===== config.mk =====
export PLATFORM = sky130hd
export DESIGN_NAME = fetch_pc_unit_flat
export DESIGN_NICKNAME = d
export VERILOG_FILES = /design/src/rtl/fetch_pc_unit_pkg.sv /design/src/rtl/fetch_pc_unit_if.sv /design/src/rtl/fetch_next_pc.sv /design/src/rtl/fetch_pc_unit.sv /design/src/flat_wrapper.sv
export SDC_FILE = /design/constraint.sdc
export NUM_CORES = 1
export LEC_CHECK = 0
export BUFFER_PORTS_ARGS = -buffer_cell sky130_fd_sc_hd__buf_2
export CORE_MARGIN = 5
export CORE_UTILIZATION = 54
export DETAILED_ROUTE_END_ITERATION = 8
export GPL_ROUTABILITY_DRIVEN = 0
export HOLD_SLACK_MARGIN = 0.08
export PLACE_DENSITY_LB_ADDON = 0.1
export SYNTH_ARGS = -nofsm -noshare
export SYNTH_HDL_FRONTEND = slang
export SYNTH_SLANG_ARGS = --single-unit

===== constraint.sdc =====
create_clock -name i_Clk -period 4.6 [get_ports i_Clk]
set_input_delay 0.23 -clock i_Clk [delete_from_list [all_inputs] [get_ports i_Clk]]
set_output_delay 0.23 -clock i_Clk [all_outputs]
set_load 0.01 [all_outputs]

===== src/rtl/fetch_pc_unit_pkg.sv =====
// Shared constants and enums for the fetch PC stage.
package fetch_pc_unit_pkg;

  localparam logic [31:0] RESET_PC    = 32'h0000_0000;
  localparam logic [5:0]  HALT_OPCODE = 6'h3F;
  localparam logic [31:0] BOOT_ADDR   = 32'hFFFF_FFFC;

  typedef enum logic [1:0] {RUN, SQUASH, HALT} fetch_state_e;

  typedef enum logic [1:0] {SEQ, BR, J, JR} next_pc_sel_e;

  // Signed word offset to a byte displacement.
  function automatic logic [31:0] word_offset_bytes(input logic [15:0] offset);
    return {{14{offset[15]}}, offset, 2'b00};
  endfunction

endpackage


===== src/rtl/fetch_pc_unit_if.sv =====
// Fetch stage bus: redirect/stall controls from decode, memory opcode, fetch status back.
interface fetch_pc_unit_if;

  logic        i_Stall;
  logic [5:0]  i_Instr_Ctr;
  logic        i_Branch_Taken;
  logic [15:0] i_Branch_Offset;
  logic        i_Jump;
  logic [25:0] i_Jump_Index;
  logic        i_Jump_Reg;
  logic [31:0] i_Reg_Target;
  logic [31:0] o_Addr;
  logic [31:0] o_Fetch_PC;
  logic [31:0] o_PC_Plus4;
  logic        o_Fetch_Valid;
  logic        o_Halted;
  logic [31:0] o_Instr_Count;

  modport master (
    input  i_Stall, i_Instr_Ctr, i_Branch_Taken, i_Branch_Offset,
    input  i_Jump, i_Jump_Index, i_Jump_Reg, i_Reg_Target,
    output o_Addr, o_Fetch_PC, o_PC_Plus4, o_Fetch_Valid, o_Halted, o_Instr_Count
  );

  modport slave (
    output i_Stall, i_Instr_Ctr, i_Branch_Taken, i_Branch_Offset,
    output i_Jump, i_Jump_Index, i_Jump_Reg, i_Reg_Target,
    input  o_Addr, o_Fetch_PC, o_PC_Plus4, o_Fetch_Valid, o_Halted, o_Instr_Count
  );

endinterface


===== src/rtl/fetch_next_pc.sv =====
// Redirect target computation and JR > J > branch priority select.
module fetch_next_pc
  import fetch_pc_unit_pkg::*;
(
  input  logic [31:0]  i_PC,
  input  logic [31:0]  i_PC_Plus4,
  input  logic         i_Branch_Taken,
  input  logic [15:0]  i_Branch_Offset,
  input  logic         i_Jump,
  input  logic [25:0]  i_Jump_Index,
  input  logic         i_Jump_Reg,
  input  logic [31:0]  i_Reg_Target,
  output next_pc_sel_e o_Sel,
  output logic [31:0]  o_Next_PC
);

  always_comb begin
    o_Sel     = SEQ;
    o_Next_PC = i_PC + 32'd4;
    if (i_Jump_Reg) begin
      o_Sel     = JR;
      o_Next_PC = i_Reg_Target & 32'hFFFF_FFFC;
    end else if (i_Jump) begin
      o_Sel     = J;
      o_Next_PC = {i_PC_Plus4[31:28], i_Jump_Index, 2'b00};
    end else if (i_Branch_Taken) begin
      o_Sel     = BR;
      o_Next_PC = i_PC_Plus4 + word_offset_bytes(i_Branch_Offset);
    end
  end

endmodule


===== src/rtl/fetch_pc_unit.sv =====
// Program counter and fetch sequencing ahead of a 1-cycle instruction memory.
module fetch_pc_unit
  import fetch_pc_unit_pkg::*;
(
  input  logic i_Clk,
  input  logic i_Rst,
  fetch_pc_unit_if.master bus
);

  logic [31:0]  r_PC, r_Fetch_Addr, r_Count;
  logic         r_Valid;
  fetch_state_e r_State;

  logic [31:0]  pc_d, fetch_addr_d, count_d;
  logic         valid_d;
  fetch_state_e state_d;

  logic         fire;
  logic [31:0]  fetch_plus4;
  logic [31:0]  next_pc;
  next_pc_sel_e next_sel;

  assign fetch_plus4 = r_Fetch_Addr + 32'd4;
  assign fire        = r_Valid & ~bus.i_Stall & (r_State == RUN);

  fetch_next_pc u_next_pc (
    .i_PC            (r_PC),
    .i_PC_Plus4      (fetch_plus4),
    .i_Branch_Taken  (bus.i_Branch_Taken),
    .i_Branch_Offset (bus.i_Branch_Offset),
    .i_Jump          (bus.i_Jump),
    .i_Jump_Index    (bus.i_Jump_Index),
    .i_Jump_Reg      (bus.i_Jump_Reg),
    .i_Reg_Target    (bus.i_Reg_Target),
    .o_Sel           (next_sel),
    .o_Next_PC       (next_pc)
  );

  always_comb begin
    state_d      = r_State;
    pc_d         = r_PC;
    fetch_addr_d = r_Fetch_Addr;
    valid_d      = r_Valid;
    count_d      = (fire && (r_Count != 32'hFFFF_FFFF)) ? r_Count + 32'd1 : r_Count;
    unique case (r_State)
      RUN: begin
        if (!bus.i_Stall) begin
          if (fire && (bus.i_Instr_Ctr == HALT_OPCODE)) begin
            state_d = HALT;
            valid_d = 1'b0;
          end else if (fire && (next_sel != SEQ)) begin
            // The word already in flight at r_PC is fetched but discarded.
            pc_d         = next_pc;
            fetch_addr_d = r_PC;
            valid_d      = 1'b0;
            state_d      = SQUASH;
          end else begin
            pc_d         = r_PC + 32'd4;
            fetch_addr_d = r_PC;
            valid_d      = 1'b1;
          end
        end
      end
      SQUASH: begin
        if (!bus.i_Stall) begin
          pc_d         = r_PC + 32'd4;
          fetch_addr_d = r_PC;
          valid_d      = 1'b1;
          state_d      = RUN;
        end
      end
      HALT: valid_d = 1'b0;
      default: state_d = RUN;
    endcase
  end

  always_ff @(posedge i_Clk) begin
    if (i_Rst) begin
      r_PC         <= RESET_PC;
      r_Fetch_Addr <= BOOT_ADDR;
      r_Valid      <= 1'b0;
      r_State      <= RUN;
      r_Count      <= 32'd0;
    end else begin
      r_PC         <= pc_d;
      r_Fetch_Addr <= fetch_addr_d;
      r_Valid      <= valid_d;
      r_State      <= state_d;
      r_Count      <= count_d;
    end
  end

  // Re-issuing r_Fetch_Addr keeps the memory output stable while stalled or halted.
  assign bus.o_Addr        = i_Rst ? BOOT_ADDR :
                             ((bus.i_Stall || (r_State == HALT)) ? r_Fetch_Addr : r_PC);
  assign bus.o_Fetch_PC    = r_Fetch_Addr;
  assign bus.o_PC_Plus4    = fetch_plus4;
  assign bus.o_Fetch_Valid = r_Valid;
  assign bus.o_Halted      = (r_State == HALT);
  assign bus.o_Instr_Count = r_Count;

endmodule


===== src/flat_wrapper.sv =====
// flat-port wrapper written by rule: the top's interface ports become plain ports
module fetch_pc_unit_flat import fetch_pc_unit_pkg::*;
  (i_Clk, i_Rst, bus_i_Stall, bus_i_Instr_Ctr, bus_i_Branch_Taken, bus_i_Branch_Offset, bus_i_Jump, bus_i_Jump_Index, bus_i_Jump_Reg, bus_i_Reg_Target, bus_o_Addr, bus_o_Fetch_PC, bus_o_PC_Plus4, bus_o_Fetch_Valid, bus_o_Halted, bus_o_Instr_Count);
  fetch_pc_unit_if bus_i ();
  input  logic i_Clk;
  input  logic i_Rst;
  input wire logic [$bits(bus_i.i_Stall)-1:0] bus_i_Stall;
  input wire logic [$bits(bus_i.i_Instr_Ctr)-1:0] bus_i_Instr_Ctr;
  input wire logic [$bits(bus_i.i_Branch_Taken)-1:0] bus_i_Branch_Taken;
  input wire logic [$bits(bus_i.i_Branch_Offset)-1:0] bus_i_Branch_Offset;
  input wire logic [$bits(bus_i.i_Jump)-1:0] bus_i_Jump;
  input wire logic [$bits(bus_i.i_Jump_Index)-1:0] bus_i_Jump_Index;
  input wire logic [$bits(bus_i.i_Jump_Reg)-1:0] bus_i_Jump_Reg;
  input wire logic [$bits(bus_i.i_Reg_Target)-1:0] bus_i_Reg_Target;
  output wire logic [$bits(bus_i.o_Addr)-1:0] bus_o_Addr;
  output wire logic [$bits(bus_i.o_Fetch_PC)-1:0] bus_o_Fetch_PC;
  output wire logic [$bits(bus_i.o_PC_Plus4)-1:0] bus_o_PC_Plus4;
  output wire logic [$bits(bus_i.o_Fetch_Valid)-1:0] bus_o_Fetch_Valid;
  output wire logic [$bits(bus_i.o_Halted)-1:0] bus_o_Halted;
  output wire logic [$bits(bus_i.o_Instr_Count)-1:0] bus_o_Instr_Count;
  assign bus_i.i_Stall = bus_i_Stall;
  assign bus_i.i_Instr_Ctr = bus_i_Instr_Ctr;
  assign bus_i.i_Branch_Taken = bus_i_Branch_Taken;
  assign bus_i.i_Branch_Offset = bus_i_Branch_Offset;
  assign bus_i.i_Jump = bus_i_Jump;
  assign bus_i.i_Jump_Index = bus_i_Jump_Index;
  assign bus_i.i_Jump_Reg = bus_i_Jump_Reg;
  assign bus_i.i_Reg_Target = bus_i_Reg_Target;
  assign bus_o_Addr = bus_i.o_Addr;
  assign bus_o_Fetch_PC = bus_i.o_Fetch_PC;
  assign bus_o_PC_Plus4 = bus_i.o_PC_Plus4;
  assign bus_o_Fetch_Valid = bus_i.o_Fetch_Valid;
  assign bus_o_Halted = bus_i.o_Halted;
  assign bus_o_Instr_Count = bus_i.o_Instr_Count;
  fetch_pc_unit u_core (.i_Clk(i_Clk), .i_Rst(i_Rst), .bus(bus_i));
endmodule

==> out/results.tsv, run 1 <==
metric	value	unit
status	completed	
fin_nets	1377	
syn_inst	1083	
numCtsBuffers	9	
crit_arrival	4210	ps
fill_cells	1363	
grt-ovfl-total	0	
grt_use_total	28.50	%
p_sw_share	36.96	%
seq_area	0.001982	sq mm
multi_input_area	0.005654	sq mm
rsz0062_at_grt	no	
grt_max_degree	84	
cts_tree	built	
drtIter0Drc	926	
die_area	0.01741	sq mm
min_path_type	in2reg	
htreeDepth	3	
antenna_found_initial	1	
relSlewSlack	33.29	%
synth_cell_type_count	72	
clk_pin_slew	80	ps
clkPwrFrac	31.9	%
wire_per_inst	17.98	microns
clock-sinks	99	
worst_slew_pin_slew	998.3	ps
synth-seq-cells	99	
max_cap_viol_count	0	
drt-total-wl	25.91	mm
viasPerCell	6.092	
ff2ff_setup_slack	630	ps
setup_viol	0	
io_buffer_count	213	
combPwrFrac	32.2	%
synthFlopType	dfxtp_1	
max_freq	252.0	MHz
pwr-share-seq	36.0	%
grt_pass1_wl	41.67	mm
critPathKind	reg2reg	
postRouteAntennaNets	0	
fp-row-count	44	
clock_path_buffers	2	
min_from	bus_i_Jump_Index[24]	
switchingPower	0.0009907	W
syn-cell-area	0.008029	sq mm
area_growth	17.34	%
num_vias	8779	
critPathLaunch	u_core.bus.o_Fetch_PC[3]$_SDFFE_PP1P_	
fp.coreArea	0.01453	sq mm
required	4840	ps
grt_pass1_vias	8020	
cts_resized	0	
synth_warnings	0	
placedCellCount	1424	
p_int	0.001689	W
syn_nets	1209	
dp_hpwl	18.83	mm
die_width	131.9	microns
setup_tns	0	ps
yosysSeqAreaShare	24.68	%
drive_gt1_share	21.02	%
ir_worst_vdd	209.9	uV
postCtsHoldBufs	0	
syn-mean-instance-area	7.414	sq um
powerDensity	284.5	mW/mm^2
finalCritPeriodShare	86.28	%
drt_drc_violations_left	0	
synthArstFlopShare	0	%
fin_cells	1441	
finClkSkew	9.294	ps
final_max_slew_viol_count	0	
clk_latency	370	ps
die_y	131.9	microns
p_leak	4.016	nW
hold_viol	0	
cts_root_buf	clkbuf_16	
final.min_clock_period	3969	ps
postCtsSetupRepairBufs	0	
worstPathMaxFanout	6	
io_pins	216	
crit_path_start_kind	flop	
synth_edf_count	0	
worstSetupEndpointType	flop	
firstDrtPassIters	5	
initial_core_util	55.24	%
reg2reg_from	u_core.bus.o_Fetch_PC[3]$_SDFFE_PP1P_	
layer usage:
layer  up-vias  wire [microns]  global-route usage (%)
met5         -               0                       0
met4         0             538                   8.057
met3        51            2162                   6.107
met2       398           12070                   45.76
met1      4086           11140                   38.68
li1       4244               -                       -
worst paths after layout:
path | end | cells past startpoint
hold reg to reg | u_core.bus.o_Fetch_PC[0]$_SDFFE_PP0P_ | 2
hold / removal | u_core.r_PC[26]$_SDFFE_PP0P_ | 3
setup reg to reg | u_core.r_PC[19]$_SDFFE_PP0P_ | 14
setup / recovery | u_core.r_PC[19]$_SDFFE_PP0P_ | 14
placed cells by master, fill, tap and decap left out, types with 10 or more instances in the layout:
| cell type | netlist | routed |
|---|---|---|
| dfxtp_1 | 99 | 99 |
| nand3_1 | 43 | 43 |
| a31oi_1 | 14 | 14 |
| inv_1 | 17 | 17 |
| nand4_1 | 27 | 27 |
| xor2_1 | 48 | 48 |
| buf_2 | 3 | 212 |
| a21o_1 | 16 | 16 |
| a211oi_1 | 15 | 15 |
| a211o_1 | 32 | 32 |
| nand2_1 | 137 | 137 |
| nor3_1 | 24 | 23 |
| xnor2_1 | 40 | 40 |
| nor2_1 | 117 | 115 |
| nand3b_1 | 33 | 33 |
| and3_1 | 21 | 21 |
| buf_4 | 4 | 11 |
| ha_1 | 39 | 39 |
| a21oi_1 | 88 | 88 |
| nor2b_1 | 30 | 30 |
| o21ai_0 | 55 | 55 |
| a221oi_1 | 10 | 10 |
power by group through the flow:
| stage | Sequential (W) | Combinational, W | Clock, W |
|---|---|---|---|
| finish | 0.000964 | 0.000862 | 0.000854 |
| global route | 0.000973 | 0.000950 | 0.000902 |
| CTS | 0.000963 | 0.000853 | 0.000866 |
| detailed placement | 0.000983 | 0.000845 | 0 |
| global placement | 0.000982 | 0.000839 | 0 |
| floorplan | 0.000974 | 0.000599 | 0 |
synth_stat cells, types with 3 or more instances:
library cell	n	area [sq um]
xor2_1	48	420.4
nor2_1	117	439.2
nor2b_1	30	187.7
nand2b_1	3	18.77
and3_1	21	131.4
a22oi_1	8	60.06
nand4_1	27	168.9
buf_1	8	30.03
buf_4	4	30.03
ha_1	39	488.0
nand3b_1	33	247.7
a21oi_1	88	440.4
a21o_1	16	120.1
o21ai_0	55	275.3
nand2_1	137	514.2
a31oi_1	14	87.58
o31ai_1	3	22.52
mux2i_1	5	50.05
nor3_1	24	120.1
a211oi_1	15	112.6
xnor2_1	40	350.3
a2111oi_0	4	35.03
buf_2	3	15.01
a221o_1	7	70.07
clkbuf_1	47	176.4
or3_1	7	43.79
clkbuf_8	3	41.29
o21a_1	4	30.03
dfxtp_1	99	1982
and4_1	8	70.07
inv_1	17	63.81
a311oi_1	3	26.28
nand3_1	43	215.2
a211o_1	32	280.3
nor3b_1	3	22.52
a221oi_1	10	87.58
or2_2	3	18.77
and2_1	8	50.05
nor4_1	3	18.77
o21bai_1	4	30.03
logic make-up (layout without fill, tap and decap cells):
logic type	Yosys count	after routing	share of synthesized area, %
AOI/OAI and AO/OA	289	289	23.89
xor gates and xnor gates	88	88	9.600
adders and majority gates	40	40	6.327
buffers and inverters	84	257	5.096
DFF	99	99	24.68
muxes	6	6	0.7636
other	0	1	0
and+or+nand+nor	477	477	29.64
critical path: stages, from the launching register on:
cell and delay (ps):
dfxtp_1 420, ha_1 210, nand3_1 240, nor3_1 400, xor2_1 150, ha_1 400, and3_1 230, nand4_1 120
a21o_1 230, a2111o_1 420, a31oi_1 300, nor2_1 90, xnor2_1 150, a21oi_1 80, a2111oi_0 400
metrics by stage:
stage | setup slack [ps] | hold slack (ps) | util (%) | power, W | area [sq um]
5_1_grt | 152.4 | 200.7 | 64.82 | 0.002826 | 9422
2_1_floorplan | 936.6 | 419.0 | - | 0.001573 | 8029
3_3_place_gp | 872.0 | 462.3 | 62.57 | 0.001821 | 9094
6_report | 631.1 | 178.9 | 64.82 | 0.002680 | 9422
4_1_cts | 720.2 | 168.2 | 64.81 | 0.002681 | 9419
3_5_place_dp | 771.4 | 466.0 | 62.57 | 0.001828 | 9094
registers in the layout, indices dropped and copies added (netlist names):
signal	flops
u_core.bus.o_Fetch_Valid	1
u_core.r_State	2
u_core.bus.o_Instr_Count	32
u_core.r_PC	32
u_core.bus.o_Fetch_PC	32
area by class of cell:
type                    instances  share of cell area [%]
diodes                          1                 0.02656
repair buffers                224                   12.35
multi-input cells             900                   60.01
flip-flops and latches         99                   21.04
clock inverters                 7                   1.062
clock buffers                   9                   2.390
inverters                      17                  0.6773
well taps                     184                   2.444
No activity file was read; power rests on OpenSTA's default activity.
==> inputs of run 2 (changes only) <==
--- a/config.mk
+++ b/config.mk
@@ -14,2 +14,3 @@
 export PLACE_DENSITY_LB_ADDON = 0.1
+export SKIP_LAST_GASP = 1
 export SYNTH_ARGS = -nofsm -noshare
--- a/constraint.sdc
+++ b/constraint.sdc
@@ -3,2 +3,2 @@
 set_output_delay 0.23 -clock i_Clk [all_outputs]
-set_load 0.01 [all_outputs]
+set_load 0.02 [all_outputs]
==> out/results.tsv, run 2 (synthesized netlist as in run 1, its figures left out) <==
metric	value	unit	change
status	completed		
use_met3	5.534	%	-0.57 points
initial_core_util	55.24	%	unchanged
powerDensity	286.2	mW/mm^2	+0.62%
grt_pass1_vias	8220		+2.5%
die_area	0.01741	sq mm	unchanged
cts_resized	0		unchanged
critPathKind	reg2reg		
cts_tree	built		
postCtsSetupRepairBufs	0		unchanged
worstPathMaxFanout	6		unchanged
clk_pin_slew	80	ps	about the same
hold_viol	0		unchanged
cts_root_buf	clkbuf_16		
final_util	64.75	%	-0.078 points
drt-total-wl	25.86	mm	-0.20%
viasPerCell	6.083		-0.16%
use_met1	38.63	%	-0.051 points
final.min_clock_period	3958	ps	-10.50 ps
fin_nets	1377		unchanged
critPathTopFamily	compound AO/OA/AOI/OAI gates		
worstPathCellList	ha_1, nand3_1, nor2_1, nand3_1, xnor2_1, ha_1, nand2_1, o311ai_0, a221oi_1, o211ai_1, a31oi_1, xnor2_1, nand2_1, a21oi_1		
drt_drc_violations_left	0		unchanged
wire_per_inst	17.94	microns	-0.20%
grt-busiest-layer	met2		
die_y	131.9	microns	unchanged
relSlewSlack	41.34	%	+8.1 points
grt_max_degree	86		+2.4%
crit_buf_inv	0		unchanged
ir_worst_vdd	208.3	uV	-0.80%
dp_hpwl	18.77	mm	-0.33%
clock_path_buffers	2		unchanged
worst_slew_pin_slew	879.8	ps	-118.4 ps
setup_viol	0		unchanged
area_growth	17.20	%	
drive_gt1_share	21.02	%	unchanged
p_leak	4.008	nW	-0.20%
finClkSkew	9.295	ps	+0.0003100 ps
grt_use_total	28.54	%	+0.033 points
final_max_slew_viol_count	0		unchanged
io_pins	216		unchanged
max_freq	252.6	MHz	+0.27%
postCtsHoldBufs	0		unchanged
fp.coreArea	0.01453	sq mm	unchanged
use_met2	46.10	%	+0.34 points
setup_tns	0	ps	unchanged
fp-row-count	44		unchanged
clk_latency	360	ps	about the same
max_cap_viol_count	0		unchanged
io_buffer_count	213		unchanged
firstDrtPassIters	5		unchanged
grt_pass1_wl	42.06	mm	+0.93%
grt-ovfl-total	0		unchanged
ff2ff_setup_slack	640	ps	about the same
num_vias	8765		-0.16%
required	4890	ps	+50 ps
antenna_found_initial	1		unchanged
crit_arrival	4250	ps	+40 ps
worstSetupEndpointType	flop		
rsz0062_at_grt	no		
finalCritPeriodShare	86.05	%	-0.23 points
final_common_cell	buf_2		
postRouteAntennaNets	0		unchanged
clock-sinks	99		unchanged
min_path_type	in2reg		
critPathMaxStageDelay	550	ps	+130 ps
die_width	131.9	microns	unchanged
final_cell_mix	buf_2 (212), nand2_1 (137), nor2_1 (115)		
drtIter0Drc	789		-15%
slowest_stage	o311ai_0		
htreeDepth	3		unchanged
crit_path_start_kind	flop		
numCtsBuffers	9		unchanged
fill_cells	1390		+2.0%
-- run 2: cell types whose count changed in the layout (fill, tap and decap cells not counted) --
| cell | before | now |
|---|---|---|
| clkinv_8 | 1 | 3 |
| bufinv_16 | 1 | 0 |
| inv_6 | 0 | 1 |
| inv_8 | 4 | 2 |
-- run 2: power breakdown --
group          switching (W)  internal (W)
registers          0.0000683      0.000896
clock network       0.000415      0.000393
logic               0.000571      0.000350
total                0.00105       0.00164
-- run 2: cell type report --
| class | instances | area [sq um] | share of cell area, % |
|---|---|---|---|
| multi-input combinational | 900 | 5654 | 60.09 |
| sequential | 99 | 1982 | 21.06 |
| timing repair buffer | 224 | 1164 | 12.37 |
| tap | 184 | 230.2 | 2.446 |
| clock buffer | 9 | 225.2 | 2.393 |
| clock inverter | 7 | 88.84 | 0.9440 |
| inverter | 17 | 63.81 | 0.6781 |
| antenna | 1 | 2.502 | 0.02659 |
-- run 2: worst reg2reg max path: cells and delay by family, from the launching register on --
| family | cells | cell delay [ps] |
|---|---|---|
| AO/OA/AOI/OAI | 5 | 1630 |
| AND/OR/NAND/NOR | 5 | 800 |
| adder cells (fa/ha/maj) | 2 | 630 |
| flip-flops | 1 | 430 |
| XOR/XNOR | 2 | 410 |
-- run 2: path summary, 6_finish.rpt --
path | startpoint | endpoint | cells after the start
worst max-delay path | u_core.bus.o_Fetch_PC[3]$_SDFFE_PP1P_ | u_core.r_PC[24]$_SDFFE_PP0P_ | 14
worst min register to register | u_core.r_PC[1]$_SDFFE_PP0P_ | u_core.bus.o_Fetch_PC[1]$_SDFFE_PP0P_ | 2
worst min-delay path | bus_i_Jump_Index[24] | u_core.r_PC[26]$_SDFFE_PP0P_ | 3
worst max register to register | u_core.bus.o_Fetch_PC[3]$_SDFFE_PP1P_ | u_core.r_PC[24]$_SDFFE_PP0P_ | 14
-- run 2: metal layers --
layer  vias up  wire (microns)  part of all wire (%)
met5         -               0                     0
met4         0             629                   2.4
met3        49            1884                   7.3
met2       357           11920                    46
met1      4108           11420                    44
li1       4251               -                     -
-- run 2: through the flow --
stage | std cells | setup slack, ps | hold slack, ps | cell area, sq um | total power [W]
6_report | 1441 | 641.6 | 176.1 | 9410 | 0.002693
4_1_cts | 1440 | 736.4 | 178.3 | 9408 | 0.002693
2_1_floorplan | 1083 | 683.6 | 419.0 | 8029 | 0.001633
5_1_grt | 1441 | 331.0 | 215.0 | 9410 | 0.002836
3_5_place_dp | 1424 | 769.2 | 482.2 | 9094 | 0.001887
3_3_place_gp | 1424 | 870.3 | 459.8 | 9094 | 0.001880
